File: src/rtl/lc3_exec_pkg.sv
`default_nettype none
// ============================================================================
//  Module   : lc3_exec_pkg
//  Purpose  : Shared definitions for the LC-3 execution unit: ALU operation
//             codes, multiplier state encoding and the condition-code reset
//             value.
//  Revision : 1.0 - initial release
// ============================================================================
package lc3_exec_pkg;

    // ALU operation selects (driven on i_ALUK)
    localparam logic [2:0] ALU_ADD  = 3'b000;
    localparam logic [2:0] ALU_AND  = 3'b001;
    localparam logic [2:0] ALU_NOT  = 3'b010;
    localparam logic [2:0] ALU_PASS = 3'b011;
    localparam logic [2:0] ALU_MUL  = 3'b100;
    localparam logic [2:0] ALU_SHL  = 3'b101;
    localparam logic [2:0] ALU_SRA  = 3'b110;
    localparam logic [2:0] ALU_XOR  = 3'b111;

    // Sequential multiplier states
    typedef enum logic [1:0] {
        S_IDLE = 2'd0,
        S_RUN  = 2'd1,
        S_DONE = 2'd2
    } mul_state_t;

    // Condition codes come out of reset as Z
    localparam logic [2:0] c_NZP_RESET = 3'b010;

endpackage
`default_nettype wire

File: src/rtl/seq_multiplier.sv
`default_nettype none
// ============================================================================
//  Module   : seq_multiplier
//  Purpose  : Shift-add unsigned multiplier, one multiplier bit per cycle.
//             Returns the low DATA_W bits of A*B after DATA_W RUN cycles.
//  Ports    : i_CLK, i_RST (async, active-high)
//             i_Start  - start request, honoured only in IDLE
//             i_A/i_B  - operands, captured on the start edge
//             o_Busy   - high while in RUN
//             o_Done   - one-cycle pulse in DONE
//             o_Prod   - product, held until the next completion
//  Revision : 1.0 - initial release
// ============================================================================
module seq_multiplier
    import lc3_exec_pkg::*;
#(
    parameter int DATA_W = 16
) (
    input  logic              i_CLK,
    input  logic              i_RST,
    input  logic              i_Start,
    input  logic [DATA_W-1:0] i_A,
    input  logic [DATA_W-1:0] i_B,
    output logic              o_Busy,
    output logic              o_Done,
    output logic [DATA_W-1:0] o_Prod
);

    localparam int             CNT_W      = $clog2(DATA_W);
    localparam logic [CNT_W-1:0] c_LAST_CNT = CNT_W'(DATA_W - 1);

    mul_state_t        r_state;
    mul_state_t        w_state_next;
    logic [DATA_W-1:0] r_mcand;
    logic [DATA_W-1:0] r_mplier;
    logic [DATA_W-1:0] r_acc;
    logic [DATA_W-1:0] r_prod;
    logic [CNT_W-1:0]  r_cnt;
    logic [DATA_W-1:0] w_acc_next;
    logic              w_last;

    // Accumulator value after the current RUN step; on the last step this is
    // the finished product, so it is loaded into r_prod directly.
    assign w_acc_next = r_acc + (r_mplier[0] ? r_mcand : '0);
    assign w_last     = (r_cnt == c_LAST_CNT);

    always_ff @(posedge i_CLK or posedge i_RST) begin
        if (i_RST) begin
            r_state <= S_IDLE;
        end else begin
            r_state <= w_state_next;
        end
    end

    always_comb begin
        w_state_next = r_state;
        o_Busy       = 1'b0;
        o_Done       = 1'b0;
        case (r_state)
            S_IDLE: begin
                if (i_Start) begin
                    w_state_next = S_RUN;
                end
            end
            S_RUN: begin
                o_Busy = 1'b1;
                if (w_last) begin
                    w_state_next = S_DONE;
                end
            end
            S_DONE: begin
                o_Done       = 1'b1;
                w_state_next = S_IDLE;
            end
            default: begin
                w_state_next = S_IDLE;
            end
        endcase
    end

    always_ff @(posedge i_CLK or posedge i_RST) begin
        if (i_RST) begin
            r_mcand  <= '0;
            r_mplier <= '0;
            r_acc    <= '0;
            r_cnt    <= '0;
            r_prod   <= '0;
        end else begin
            case (r_state)
                S_IDLE: begin
                    if (i_Start) begin
                        r_mcand  <= i_A;
                        r_mplier <= i_B;
                        r_acc    <= '0;
                        r_cnt    <= '0;
                    end
                end
                S_RUN: begin
                    r_acc    <= w_acc_next;
                    r_mcand  <= r_mcand << 1;
                    r_mplier <= r_mplier >> 1;
                    r_cnt    <= r_cnt + 1'b1;
                    if (w_last) begin
                        r_prod <= w_acc_next;
                    end
                end
                default: begin
                end
            endcase
        end
    end

    assign o_Prod = r_prod;

endmodule
`default_nettype wire

File: src/rtl/lc3_exec_unit.sv
`default_nettype none
// ============================================================================
//  Module   : lc3_exec_unit
//  Purpose  : LC-3 execution unit: register file, operand selection,
//             extended ALU (with sequential multiply) and NZP register.
//  Ports    : i_CLK, i_RST (async, active-high)
//             i_LD_REG/i_DR_Addr/i_bus - register write from the bus
//             i_SR1_Addr/i_SR2_Addr    - source register selects
//             i_Imm_En/i_Imm           - immediate operand B (sign-extended)
//             i_ALUK                   - ALU operation
//             i_Start                  - start multiply
//             i_LD_CC                  - load NZP from the bus
//             o_SR1_Out                - SR1 read data
//             o_ToBus                  - ALU result
//             o_Busy/o_Done            - multiply status
//             o_N/o_Z/o_P              - condition codes
//  Revision : 1.0 - initial release
// ============================================================================
module lc3_exec_unit
    import lc3_exec_pkg::*;
#(
    parameter  int DATA_W   = 16,
    parameter  int NUM_REGS = 8,
    parameter  int IMM_W    = 5,
    localparam int ADDR_W   = $clog2(NUM_REGS)
) (
    input  logic              i_CLK,
    input  logic              i_RST,
    input  logic              i_LD_REG,
    input  logic [ADDR_W-1:0] i_DR_Addr,
    input  logic [ADDR_W-1:0] i_SR1_Addr,
    input  logic [ADDR_W-1:0] i_SR2_Addr,
    input  logic              i_Imm_En,
    input  logic [IMM_W-1:0]  i_Imm,
    input  logic [2:0]        i_ALUK,
    input  logic              i_Start,
    input  logic              i_LD_CC,
    input  logic [DATA_W-1:0] i_bus,
    output logic [DATA_W-1:0] o_SR1_Out,
    output logic [DATA_W-1:0] o_ToBus,
    output logic              o_Busy,
    output logic              o_Done,
    output logic              o_N,
    output logic              o_Z,
    output logic              o_P
);

    localparam int SH_W = $clog2(DATA_W);

    logic [DATA_W-1:0] r_regs [NUM_REGS];
    logic [2:0]        r_nzp;
    logic [DATA_W-1:0] w_op_a;
    logic [DATA_W-1:0] w_sr2;
    logic [DATA_W-1:0] w_imm_sext;
    logic [DATA_W-1:0] w_op_b;
    logic [SH_W-1:0]   w_shamt;
    logic [DATA_W-1:0] w_prod;
    logic [DATA_W-1:0] w_alu;
    logic              w_bus_neg;
    logic              w_bus_zero;

    // ------------------------------------------------------------------
    // Register file: combinational reads, write lands at the clock edge
    // ------------------------------------------------------------------
    always_ff @(posedge i_CLK or posedge i_RST) begin
        if (i_RST) begin
            for (int i = 0; i < NUM_REGS; i++) begin
                r_regs[i] <= '0;
            end
        end else if (i_LD_REG) begin
            r_regs[i_DR_Addr] <= i_bus;
        end
    end

    assign w_op_a     = r_regs[i_SR1_Addr];
    assign w_sr2      = r_regs[i_SR2_Addr];
    assign w_imm_sext = {{(DATA_W - IMM_W){i_Imm[IMM_W-1]}}, i_Imm};
    assign w_op_b     = i_Imm_En ? w_imm_sext : w_sr2;
    // Only the low bits of B form the shift amount, so it never reaches
    // DATA_W when DATA_W is a power of two.
    assign w_shamt    = w_op_b[SH_W-1:0];

    // ------------------------------------------------------------------
    // Multiplier: operands are captured on the start edge, so register
    // writes and address changes while it runs do not disturb it.
    // ------------------------------------------------------------------
    seq_multiplier #(
        .DATA_W (DATA_W)
    ) u_mul (
        .i_CLK   (i_CLK),
        .i_RST   (i_RST),
        .i_Start (i_Start),
        .i_A     (w_op_a),
        .i_B     (w_op_b),
        .o_Busy  (o_Busy),
        .o_Done  (o_Done),
        .o_Prod  (w_prod)
    );

    // ------------------------------------------------------------------
    // ALU
    // ------------------------------------------------------------------
    always_comb begin
        w_alu = '0;
        case (i_ALUK)
            ALU_ADD:  w_alu = w_op_a + w_op_b;
            ALU_AND:  w_alu = w_op_a & w_op_b;
            ALU_NOT:  w_alu = ~w_op_a;
            ALU_PASS: w_alu = w_op_a;
            ALU_MUL:  w_alu = w_prod;
            ALU_SHL:  w_alu = w_op_a << w_shamt;
            ALU_SRA:  w_alu = DATA_W'($signed(w_op_a) >>> w_shamt);
            ALU_XOR:  w_alu = w_op_a ^ w_op_b;
            default:  w_alu = '0;
        endcase
    end

    assign o_ToBus   = w_alu;
    assign o_SR1_Out = w_op_a;

    // ------------------------------------------------------------------
    // Condition codes: always one-hot
    // ------------------------------------------------------------------
    assign w_bus_neg  = i_bus[DATA_W-1];
    assign w_bus_zero = (i_bus == '0);

    always_ff @(posedge i_CLK or posedge i_RST) begin
        if (i_RST) begin
            r_nzp <= c_NZP_RESET;
        end else if (i_LD_CC) begin
            r_nzp <= {w_bus_neg, w_bus_zero, ~(w_bus_neg | w_bus_zero)};
        end
    end

    assign o_N = r_nzp[2];
    assign o_Z = r_nzp[1];
    assign o_P = r_nzp[0];

endmodule
`default_nettype wire
File: config.mk
export PLATFORM = sky130hd
export DESIGN_NAME = lc3_exec_unit
export DESIGN_NICKNAME = d
export VERILOG_FILES = /design/src/rtl/lc3_exec_pkg.sv /design/src/rtl/seq_multiplier.sv /design/src/rtl/lc3_exec_unit.sv
export SDC_FILE = /design/constraint.sdc
export NUM_CORES = 1
export LEC_CHECK = 0
export CAP_MARGIN = 5
export CORE_MARGIN = 5
export CORE_UTILIZATION = 55
export CTS_BUF_LIST = sky130_fd_sc_hd__clkbuf_8
export CTS_CLUSTER_SIZE = 30
export DETAILED_ROUTE_END_ITERATION = 10
export GPL_TIMING_DRIVEN = 0
export PLACE_DENSITY_LB_ADDON = 0.05
export SLEW_MARGIN = 40
export SYNTH_ARGS = -nofsm -noshare
export SYNTH_HDL_FRONTEND = slang
export SYNTH_SLANG_ARGS = --single-unit
File: constraint.sdc
create_clock -name i_CLK -period 6.1 [get_ports i_CLK]
set_input_delay 0.915 -clock i_CLK [delete_from_list [all_inputs] [get_ports i_CLK]]
set_output_delay 0.915 -clock i_CLK [all_outputs]
set_load 0.01 [all_outputs]
==> results of run 1 <==
-- cells in the final DEF (no fill, tap or decap), types with 8 or more instances in the layout --
cell             netlist  final
dfrtp_1              200    200
mux2_2               151    151
nor2_1                79     76
clkdlybuf4s50_1        0     62
mux4_2                61     61
o21ai_0               57     56
nand2_1               53     53
clkbuf_1              60     47
clkbuf_8               0     45
a21oi_1               45     42
inv_1                 29     38
ha_1                  33     28
a221oi_1              26     26
nand3_1               26     25
a22oi_1               23     23
and2_1                23     23
nor3_1                26     23
mux2i_1               31     23
xnor2_1               19     19
buf_4                  2     18
a22o_1                18     18
nor2b_1               17     16
xor2_1                16     16
o211ai_1              15     15
a221o_1               14     14
mux2i_4                6     13
a31oi_1               13     13
a211oi_1              19     12
a21o_1                10     10
o21ai_1                9     10
nand2b_1               9      9
o21bai_1               9      9
or3_1                  9      9
a211oi_2               1      8
-- layer usage --
metal	vias to the layer above	global-route usage, %
li1	4946	-
met1	5555	41.7
met2	464	50.8
met3	118	5.47
met4	2	12.3
met5	-	0
-- repair_timing --
item	in CTS	in global routing
pin swaps	2	1
gates cloned	0	0
gates resized for setup	63	17
setup endpoints to repair	16	8
setup buffers	11	1
-- metrics by stage --
stage                     TNS [ps]  instances
after floorplan                  0       1226
after global placement      -20420       1615
after detailed placement    -17140       1625
after CTS                        0       1689
after global routing             0       1688
final                            0       1688
-- cells by family (layout without fill, tap and decap cells) --
group | Yosys count | after routing | synth area share, %
buf+inv | 122 | 260 | 3.74
simple gates | 273 | 273 | 9.96
flops | 201 | 201 | 37.5
mux | 257 | 257 | 27.4
xor+xnor | 35 | 35 | 2.28
compound gates | 304 | 304 | 16.0
fa+ha+maj | 34 | 34 | 3.22
-- worst max-delay path by stage --
| stage | start | endpoint | slack (ps) | depth (start not counted) |
|---|---|---|---|---|
| after global routing | i_SR2_Addr[0] | o_ToBus[12] | 8 | 18 |
| final | i_SR2_Addr[0] | o_ToBus[10] | 150 | 17 |
| after global placement | i_SR1_Addr[1] | o_ToBus[12] | -1950 | 18 |
| after floorplan | i_SR2_Addr[0] | o_ToBus[12] | 440 | 17 |
| after detailed placement | i_SR2_Addr[1] | o_ToBus[12] | -1690 | 18 |
| after CTS | i_SR1_Addr[1] | o_ToBus[7] | 20 | 16 |
-- power by group --
| part | internal (W) | switching (W) | total [W] |
|---|---|---|---|
| Combinational | 0.00116 | 0.00141 | 0.00258 |
| Sequential | 0.00169 | 0.000265 | 0.00196 |
| Clock | 0.000640 | 0.000561 | 0.00120 |
| Total | 0.00350 | 0.00224 | 0.00574 |
-- layout make-up --
class	instances	area, sq um	share of cell area (%)
clock buffers	43	592	3.74
well taps	324	405	2.56
plain buffers	79	437	2.76
multi-input cells	903	8130	51.4
inverters	35	135	0.855
clock inverters	16	85.1	0.538
flip-flops and latches	201	5030	31.8
repair buffers	87	993	6.28
-- flip-flops by register name, summed over array words and instances (netlist names) --
signal          cells
u_mul.r_mplier     16
u_mul.r_state       2
r_nzp               3
u_mul.o_Prod       16
u_mul.r_cnt         4
u_mul.r_acc        16
u_mul.r_mcand      16
r_regs            128
-- worst max-delay path, stage by stage --
cell and delay [ps]:
buf_2 190, buf_12 190, mux4_2 510, mux2_2 320
mux2i_4 180, inv_2 70, buf_2 190, ha_1 220
ha_1 200, a31o_1 250, a311oi_2 350, nor2_1 160
o22a_1 250, a21oi_2 170, nor4b_1 70, a211o_1 290
clkdlybuf4s50_1 480
==> reports/results.tsv, run 1 <==
stage	metric	value	unit
sta	hold_ws	489	ps
floorplanning	ios	76	
floorplanning	std_cell_rows	57	
logic_synthesis	yosysTopAreaCellShare	37.3	%
floorplanning	die_w	166	um
critical_path	worstPathRequired	5180	ps
sta	skew	34.5	ps
critical_path	r2r_end	u_mul.o_Prod[14]$_DFFE_PP0P_	
detailed_routing	drtPass1Iterations	5	
logic_synthesis	synth_cells	1226	
logic_synthesis	yosysMostFrequentCell	dfrtp_1	
critical_path	critPathKind	input pin to primary output	
detailed_routing	wl_per_cell	25.8	um
sta	slew_violations	0	
min_path	hold_path_class	flop to flop	
clocking	clk_pin_slew	50	ps
global_routing	grt_max_degree	26	
clocking	clockRootBuffer	clkbuf_8	
logic_synthesis	postSynthAreaPerCell	11.0	sq um
clocking	hold_buffers	0	
global_routing	antenna_found_initial	1	
critical_path	crit_arrival	5040	ps
global_routing	grtUsageTotal	31.1	%
detailed_routing	top_layer	met5	
logic_synthesis	synth_area_leaders	dfrtp_1 (37%), mux2_2 (13%), mux4_2 (10%)	
detailed_routing	via_per_inst	6.57	
sta	timing.slew.headroom	43.2	%
pwr	power	0.00574	W
sta	final.period_utilization	97.5	%
clocking	cts_made_buffers	36	
logic_synthesis	synth_cell_types	78	
clocking	cts.sinks	201	
logic_synthesis	yosysSeqAreaShare	37.5	%
logic_synthesis	syn_nets	1299	
sta	layout_min_cycle_time	5950	ps
logic_synthesis	synth_edf_count	0	
critical_path	worstReg2RegStart	u_mul.r_mplier[0]$_DFFE_PP0P_	
layout	syn_to_final_growth	17.7	%
detailed_routing	dr_wl_met3	3070	um
sta	rsz0062_at_grt	false	
min_path	holdPathEnd	u_mul.r_cnt[3]$_DFFE_PP0P_	
place	place_congestion	0.996	
sta	setup_violations	0	
global_routing	overflow	0	
critical_path	crit_path_start_kind	input pin	
detailed_routing	wl	43600	um
detailed_routing	drc	0	
logic_synthesis	ys.flop_type	dfrtp_1	
critical_path	setup.worst_path.end_class	primary output	
place	place_hpwl	32300	um
logic_synthesis	synth-warning-count	0	
detailed_routing	drt_iter0_drc	1221	
global_routing	grt_pass1_wl	67200	um
run	drv_cap	0	
floorplanning	fp.dieH	166	um
clocking	cts_tree	yes	
layout	design_area	0.0158	sq mm
layout	drive_above_1_share	27.1	%
clocking	clock_path_buffers	3	
sta	fin_ws	150	ps
critical_path	reg2reg_depth	12	
pwr	ir_drop	295	uV
logic_synthesis	synth_common_cells	dfrtp_1 (200), mux2_2 (151), nor2_1 (79), mux4_2 (61), clkbuf_1 (60)	
place	dpl_cell_area	0.0148	sq mm
layout	fillers	1918	
place	io_buffers	65	
floorplanning	design.die.area	0.0276	sq mm
status	status	finished, final reports clean	
global_routing	first_global_vias	11000	
pwr	power.density	363	mW/mm^2
detailed_routing	vias	11100	
sta	finalHoldViolations	0	
critical_path	reg2reg_slack	2740	ps
layout	postLayoutCoreUtil	65.4	%
floorplanning	floorplan.initialDensity	55.6	%
detailed_routing	final_antenna_net_count	0	
min_path	min_path_cells	1	
floorplanning	fp.coreArea	0.0242	sq mm
logic_synthesis	mappedNetlistArea	0.0134	sq mm
min_path	min_from	u_mul.r_cnt[3]$_DFFE_PP0P_	
sta	max_slew.worst_pin.slew	852	ps
logic_synthesis	synth_seq_cells	201	
detailed_routing	met1_length	17800	um
pwr	p_leak	6.59	nW
clocking	cts_max_level	2	
layout	nets	1416	
critical_path	path_max_fanout	10	
logic_synthesis	synth_top_area_cell	dfrtp_1	
layout	antenna_cells	0	
detailed_routing	wl_met2	20800	um
place	dpl_worst_slack	-1690	ps
sta	fmax	168	MHz
clocking	clock_latency	530	ps
logic_synthesis	synthArstFlopShare	100	%
No activity file was read; power rests on OpenSTA's default activity.
==> inputs of run 2 (changes only) <==
==> constraint.sdc (replaced) <==
create_clock -name i_CLK -period 5.95 [get_ports i_CLK]
set_input_delay 0.8925 -clock i_CLK [delete_from_list [all_inputs] [get_ports i_CLK]]
set_output_delay 0.8925 -clock i_CLK [all_outputs]
set_load 0.01 [all_outputs]
==> reports/results.tsv, run 2 (same netlist as run 1, synthesis figures left out) <==
stage	metric	value	unit
pwr	ir_drop	301	uV
clocking	cts_made_buffers	36	
clocking	clock_latency	530	ps
clocking	clk_pin_slew	60	ps
layout	syn_to_final_growth	18.2	%
critical_path	reg2reg_slack	2580	ps
layout	largest-register	r_regs	
floorplanning	design.die.area	0.0276	sq mm
detailed_routing	via_per_inst	6.55	
critical_path	worst-path-buf-inv	5	
critical_path	critical_path_depth	16	
critical_path	crit_arrival	4900	ps
place	io_buffers	65	
critical_path	crit_path_start_kind	input pin	
layout	largest_register_ffs	128	
global_routing	grt_max_degree	26	
place	dpl.cell_count	1625	
sta	fmax	173	MHz
run	drv_cap	0	
floorplanning	fp.dieH	166	um
floorplanning	std_cell_rows	57	
pwr	power.density	372	mW/mm^2
critical_path	slowest_delay	490	ps
critical_path	setup.worst_path.end_class	primary output	
floorplanning	fp.coreArea	0.0242	sq mm
detailed_routing	wl_per_cell	25.8	um
floorplanning	ios	76	
detailed_routing	drt_iter0_drc	1189	
sta	fin_ws	155	ps
clocking	cts_tree	yes	
clocking	clock_path_buffers	3	
layout	nets	1420	
place	place_hpwl	32300	um
critical_path	cp-endpoint	o_ToBus[12]	
sta	tns	0	ps
layout	instances_no_fill	1692	
status	status	finished, final reports clean	
detailed_routing	drc	0	
critical_path	worstReg2RegStart	u_mul.r_mplier[0]$_DFFE_PP0P_	
place	dpl_worst_slack	-1800	ps
place	place_congestion	0.996	
floorplanning	floorplan.initialDensity	55.6	%
place	dpl_cell_area	0.0148	sq mm
layout	layout_common_cells	dfrtp_1 (200), mux2_2 (151), nor2_1 (73)	
layout	antenna_cells	0	
sta	max_slew.worst_pin.slew	849	ps
sta	layout_min_cycle_time	5800	ps
sta	timing.slew.headroom	43.4	%
sta	rsz0062_at_grt	false	
critical_path	path_max_fanout	10	
global_routing	antenna_found_initial	0	
layout	drive_above_1_share	27.6	%
clocking	cts_max_level	2	
sta	slew_violations	0	
critical_path	worstPathCellList	dlygate4sd2_1 > buf_8 > clkbuf_8 > mux4_2 > nor2b_1 > a211oi_2 > nor2_1 > ha_1 > inv_1 > a21oi_1 > or3_1 > a32oi_1 > a21oi_2 > a2111oi_2 > nand2_1 > clkdlybuf4s50_1	
clocking	cts.sinks	201	
detailed_routing	drtPass1Iterations	5	
floorplanning	die_w	166	um
detailed_routing	wl	43600	um
global_routing	first_global_vias	11000	
clocking	clockRootBuffer	clkbuf_8	
sta	final.period_utilization	97.4	%
critical_path	r2r_end	u_mul.o_Prod[14]$_DFFE_PP0P_	
pwr	p_leak	6.61	nW
sta	skew	35.4	ps
layout	design_area	0.0159	sq mm
critical_path	crit_family	buffers and inverters	
critical_path	cp_slowest_cell	clkdlybuf4s50_1	
sta	finalHoldViolations	0	
critical_path	worstPathRequired	5060	ps
global_routing	grtUsageTotal	31.1	%
global_routing	overflow	0	
critical_path	cp-startpoint	i_SR2_Addr[1]	
detailed_routing	final_antenna_net_count	0	
detailed_routing	vias	11100	
min_path	hold_path_class	flop to flop	
sta	setup_violations	0	
critical_path	reg2reg_depth	12	
critical_path	critPathKind	input pin to primary output	
global_routing	grt_pass1_wl	67200	um
layout	layout_commonest_cell	dfrtp_1	
run 2: how the worst min path moves through the flow:
| stage | start | end | depth (start not counted) |
|---|---|---|---|
| detailed placement | u_mul.r_cnt[3]$_DFFE_PP0P_ | u_mul.r_cnt[3]$_DFFE_PP0P_ | 1 |
| finish | u_mul.r_mplier[14]$_DFFE_PP0P_ | u_mul.r_mplier[13]$_DFFE_PP0P_ | 1 |
| floorplan | u_mul.r_cnt[3]$_DFFE_PP0P_ | u_mul.r_cnt[3]$_DFFE_PP0P_ | 1 |
| CTS | u_mul.r_cnt[3]$_DFFE_PP0P_ | u_mul.r_cnt[3]$_DFFE_PP0P_ | 1 |
| global placement | u_mul.r_mplier[15]$_DFFE_PP0P_ | u_mul.r_mplier[15]$_DFFE_PP0P_ | 1 |
| global route | u_mul.r_mplier[15]$_DFFE_PP0P_ | u_mul.r_mplier[15]$_DFFE_PP0P_ | 1 |
run 2: layout make-up:
type / count / area, sq um
Clock inverter: 16 / 85.1
Timing Repair Buffer: 91 / 1020
Buffer: 79 / 457
Multi-Input combinational cell: 903 / 8150
Tap cell: 324 / 405
Clock buffer: 43 / 592
Fill cell: 1906 / 8300
Sequential cell: 201 / 5030
Inverter: 35 / 135
run 2: worst register-to-register path, delay by kind of cell, from the launching register on:
kind	cells	cell delay, ps
AOI/OAI and AO/OA	7	1470
xor gates and xnor gates	1	170
adders and majority gates	2	650
DFF	1	480
muxes	1	290
and+or+nand+nor	1	190
run 2: timing repair:
action | 4_1_cts | 5_1_grt
gates resized for setup | 69 | 20
buffers inserted | 12 | 4
pin swaps | 2 | 2
endpoints found under the setup margin | 16 | 9
hold buffers | 0 | 0
run 2: through the flow:
step	utilization [%]	hold WS, ps	total power, W
finish	65.7	486	0.00590
global route	65.7	519	0.00621
CTS	65.3	491	0.00585
detailed placement	61.2	484	0.00450
global placement	59.9	484	0.00442
floorplan	-	450	0.00364
run 2: routing by layer:
layer	global-route usage [%]	part of all wire [%]	vias up
met1	41.6	41	5514
met3	5.69	7.2	117
met5	0	0	-
met2	50.9	48	498
met4	11.8	4.0	0
li1	-	-	4952
run 2: power breakdown:
group | internal (W) | switching, W
registers | 0.00174 | 0.000273
clock network | 0.000656 | 0.000575
logic | 0.00120 | 0.00145
total | 0.00360 | 0.00230
==> inputs of run 3 (changes only) <==
--- a/config.mk
+++ b/config.mk
@@ -6,12 +6,12 @@
 export NUM_CORES = 1
 export LEC_CHECK = 0
 export CAP_MARGIN = 5
-export CORE_MARGIN = 5
-export CORE_UTILIZATION = 55
+export CORE_UTILIZATION = 35
 export CTS_BUF_LIST = sky130_fd_sc_hd__clkbuf_8
 export CTS_CLUSTER_SIZE = 30
 export DETAILED_ROUTE_END_ITERATION = 10
 export GPL_TIMING_DRIVEN = 0
+export HOLD_SLACK_MARGIN = 0.08
 export PLACE_DENSITY_LB_ADDON = 0.05
 export SLEW_MARGIN = 40
 export SYNTH_ARGS = -nofsm -noshare
==> reports/results.tsv, run 3 (same netlist as run 1, synthesis figures left out) <==
stage	metric	value	unit
critical_path	setup.worst_path.end_class	primary output	
detailed_routing	wl_met2	23100	um
clocking	cts_made_buffers	39	
sta	slew_violations	0	
layout	drive_above_1_share	28.7	%
layout	multi_input_area	0.00815	sq mm
floorplanning	design.die.area	0.0392	sq mm
place	place_congestion	0.968	
sta	finalHoldViolations	0	
pwr	ir_drop	183	uV
place	dpl_cell_area	0.0151	sq mm
run	drv_cap	0	
layout	fillers	3634	
global_routing	grt_pass1_wl	72600	um
detailed_routing	top_layer	met4	
clocking	cts_tree	yes	
detailed_routing	wl_per_cell	25.4	um
layout	antenna_cells	0	
floorplanning	std_cell_rows	71	
floorplanning	die_w	198	um
global_routing	first_global_vias	11100	
layout	largest_register_ffs	128	
critical_path	path_max_fanout	10	
pwr	p_sw	0.00239	W
clocking	clock_path_buffers	3	
status	status	finished, final reports clean	
sta	fin_ws	137	ps
critical_path	crit_family	compound AO/OA/AOI/OAI gates	
layout	layout_common_cells	dfrtp_1 (200), mux2_2 (151), nor2_1 (73)	
place	io_buffers	65	
critical_path	crit_arrival	4920	ps
global_routing	antenna_found_initial	0	
floorplanning	fp.dieH	198	um
detailed_routing	vias	11000	
floorplanning	fp.coreArea	0.0378	sq mm
critical_path	worstPathCellList	clkbuf_4 > buf_12 > buf_12 > mux4_2 > nor2b_1 > a211oi_2 > nor2_1 > ha_2 > o21ai_0 > a21oi_2 > a211oi_1 > a211oi_1 > a21oi_1 > nor2_1 > o22ai_1 > a221o_1 > clkdlybuf4s50_1	
critical_path	cp_slowest_cell	mux4_2	
global_routing	grt_max_degree	25	
layout	design_area	0.0163	sq mm
detailed_routing	drt_iter0_drc	682	
clocking	clockRootBuffer	clkbuf_8	
layout	layout_commonest_cell	dfrtp_1	
sta	fmax	172	MHz
detailed_routing	via_per_inst	5.79	
clocking	cts_max_level	2	
place	place_hpwl	35300	um
layout	largest-register	r_regs	
sta	tns	0	ps
pwr	p_leak	6.75	nW
floorplanning	ios	76	
sta	layout_min_cycle_time	5810	ps
pwr	intPower	0.00369	W
detailed_routing	wl	48300	um
detailed_routing	drc	0	
place	dpl.cell_count	1814	
min_path	hold_path_class	flop to flop	
sta	max_slew.worst_pin.slew	868	ps
clocking	clock_latency	570	ps
pwr	combinationalPowerShare	44.6	%
floorplanning	floorplan.initialDensity	35.6	%
sta	skew	31.2	ps
layout	regArea	0.00503	sq mm
sta	final.period_utilization	97.7	%
pwr	sw_frac_of_total	39.3	%
clocking	clk_pin_slew	60	ps
pwr	power	0.00608	W
global_routing	grtUsageTotal	25.2	%
sta	setup_violations	0	
sta	timing.slew.headroom	41.8	%
clocking	cts.sinks	201	
critical_path	worstPathRequired	5060	ps
detailed_routing	final_antenna_net_count	0	
critical_path	crit_path_start_kind	input pin	
critical_path	critPathKind	input pin to primary output	
pwr	pwr-share-seq	32.9	%
layout	syn_to_final_growth	21.5	%
critical_path	slowest_delay	520	ps
global_routing	overflow	0	
pwr	p_clk_share	22.5	%
critical_path	worst-path-buf-inv	4	
detailed_routing	dr_wl_met3	2290	um
pwr	power.density	373	mW/mm^2
layout	nets	1431	
layout	instances_no_fill	1900	
detailed_routing	drtPass1Iterations	7	
place	dpl_worst_slack	-1860	ps
sta	rsz0062_at_grt	false	
detailed_routing	met1_length	21500	um
==> run 3: power groups by stage <==
stage               logic [W]  registers [W]  clock network, W
floorplan             0.00172        0.00192                 0
global placement      0.00251        0.00201                 0
detailed placement    0.00255        0.00201                 0
CTS                   0.00268        0.00199           0.00141
global route          0.00291        0.00205           0.00148
finish                0.00271        0.00200           0.00137
==> run 3: worst paths after layout <==
kind / slack, ps / from / cells past startpoint / end
min in group asynchronous: 660 / i_RST / 2 / r_regs[45]$_DFFE_PP0P_
hold / removal: 480 / u_mul.r_cnt[3]$_DFFE_PP0P_ / 1 / u_mul.r_cnt[3]$_DFFE_PP0P_
setup reg to reg: 2600 / u_mul.r_mplier[0]$_DFFE_PP0P_ / 12 / u_mul.o_Prod[14]$_DFFE_PP0P_
hold reg to reg: 480 / u_mul.r_cnt[3]$_DFFE_PP0P_ / 1 / u_mul.r_cnt[3]$_DFFE_PP0P_
setup / recovery: 140 / i_SR2_Addr[0] / 17 / o_ToBus[7]
max in group asynchronous: 4270 / i_RST / 6 / r_regs[70]$_DFFE_PP0P_
==> run 3: metrics by stage <==
step | utilization (%) | hold WS (ps)
after global placement | 39.0 | 482
after floorplan | - | 450
after CTS | 42.9 | 472
after global routing | 43.2 | 505
final | 43.2 | 483
after detailed placement | 39.9 | 474
==> run 3: repair_timing <==
item,in CTS,in global routing
hold buffers,0,0
cloned,0,0
setup buffers,15,9
pin swaps,6,5
gates resized for setup,68,20
endpoints found under the setup margin,16,11
==> run 3: metal layers <==
metal	track usage [%]	vias up
met5	0	-
met1	34.0	5597
li1	-	4971
met2	41.6	352
met3	3.10	83
met4	8.61	0
==> run 3: cell type report <==
class | instances | share of cell area, %
multi-input cells | 903 | 49.9
flip-flops and latches | 201 | 30.8
repair buffers | 101 | 6.82
clock buffers | 48 | 4.05
well taps | 511 | 3.92
plain buffers | 77 | 2.88
inverters | 35 | 0.828
clock inverters | 24 | 0.721
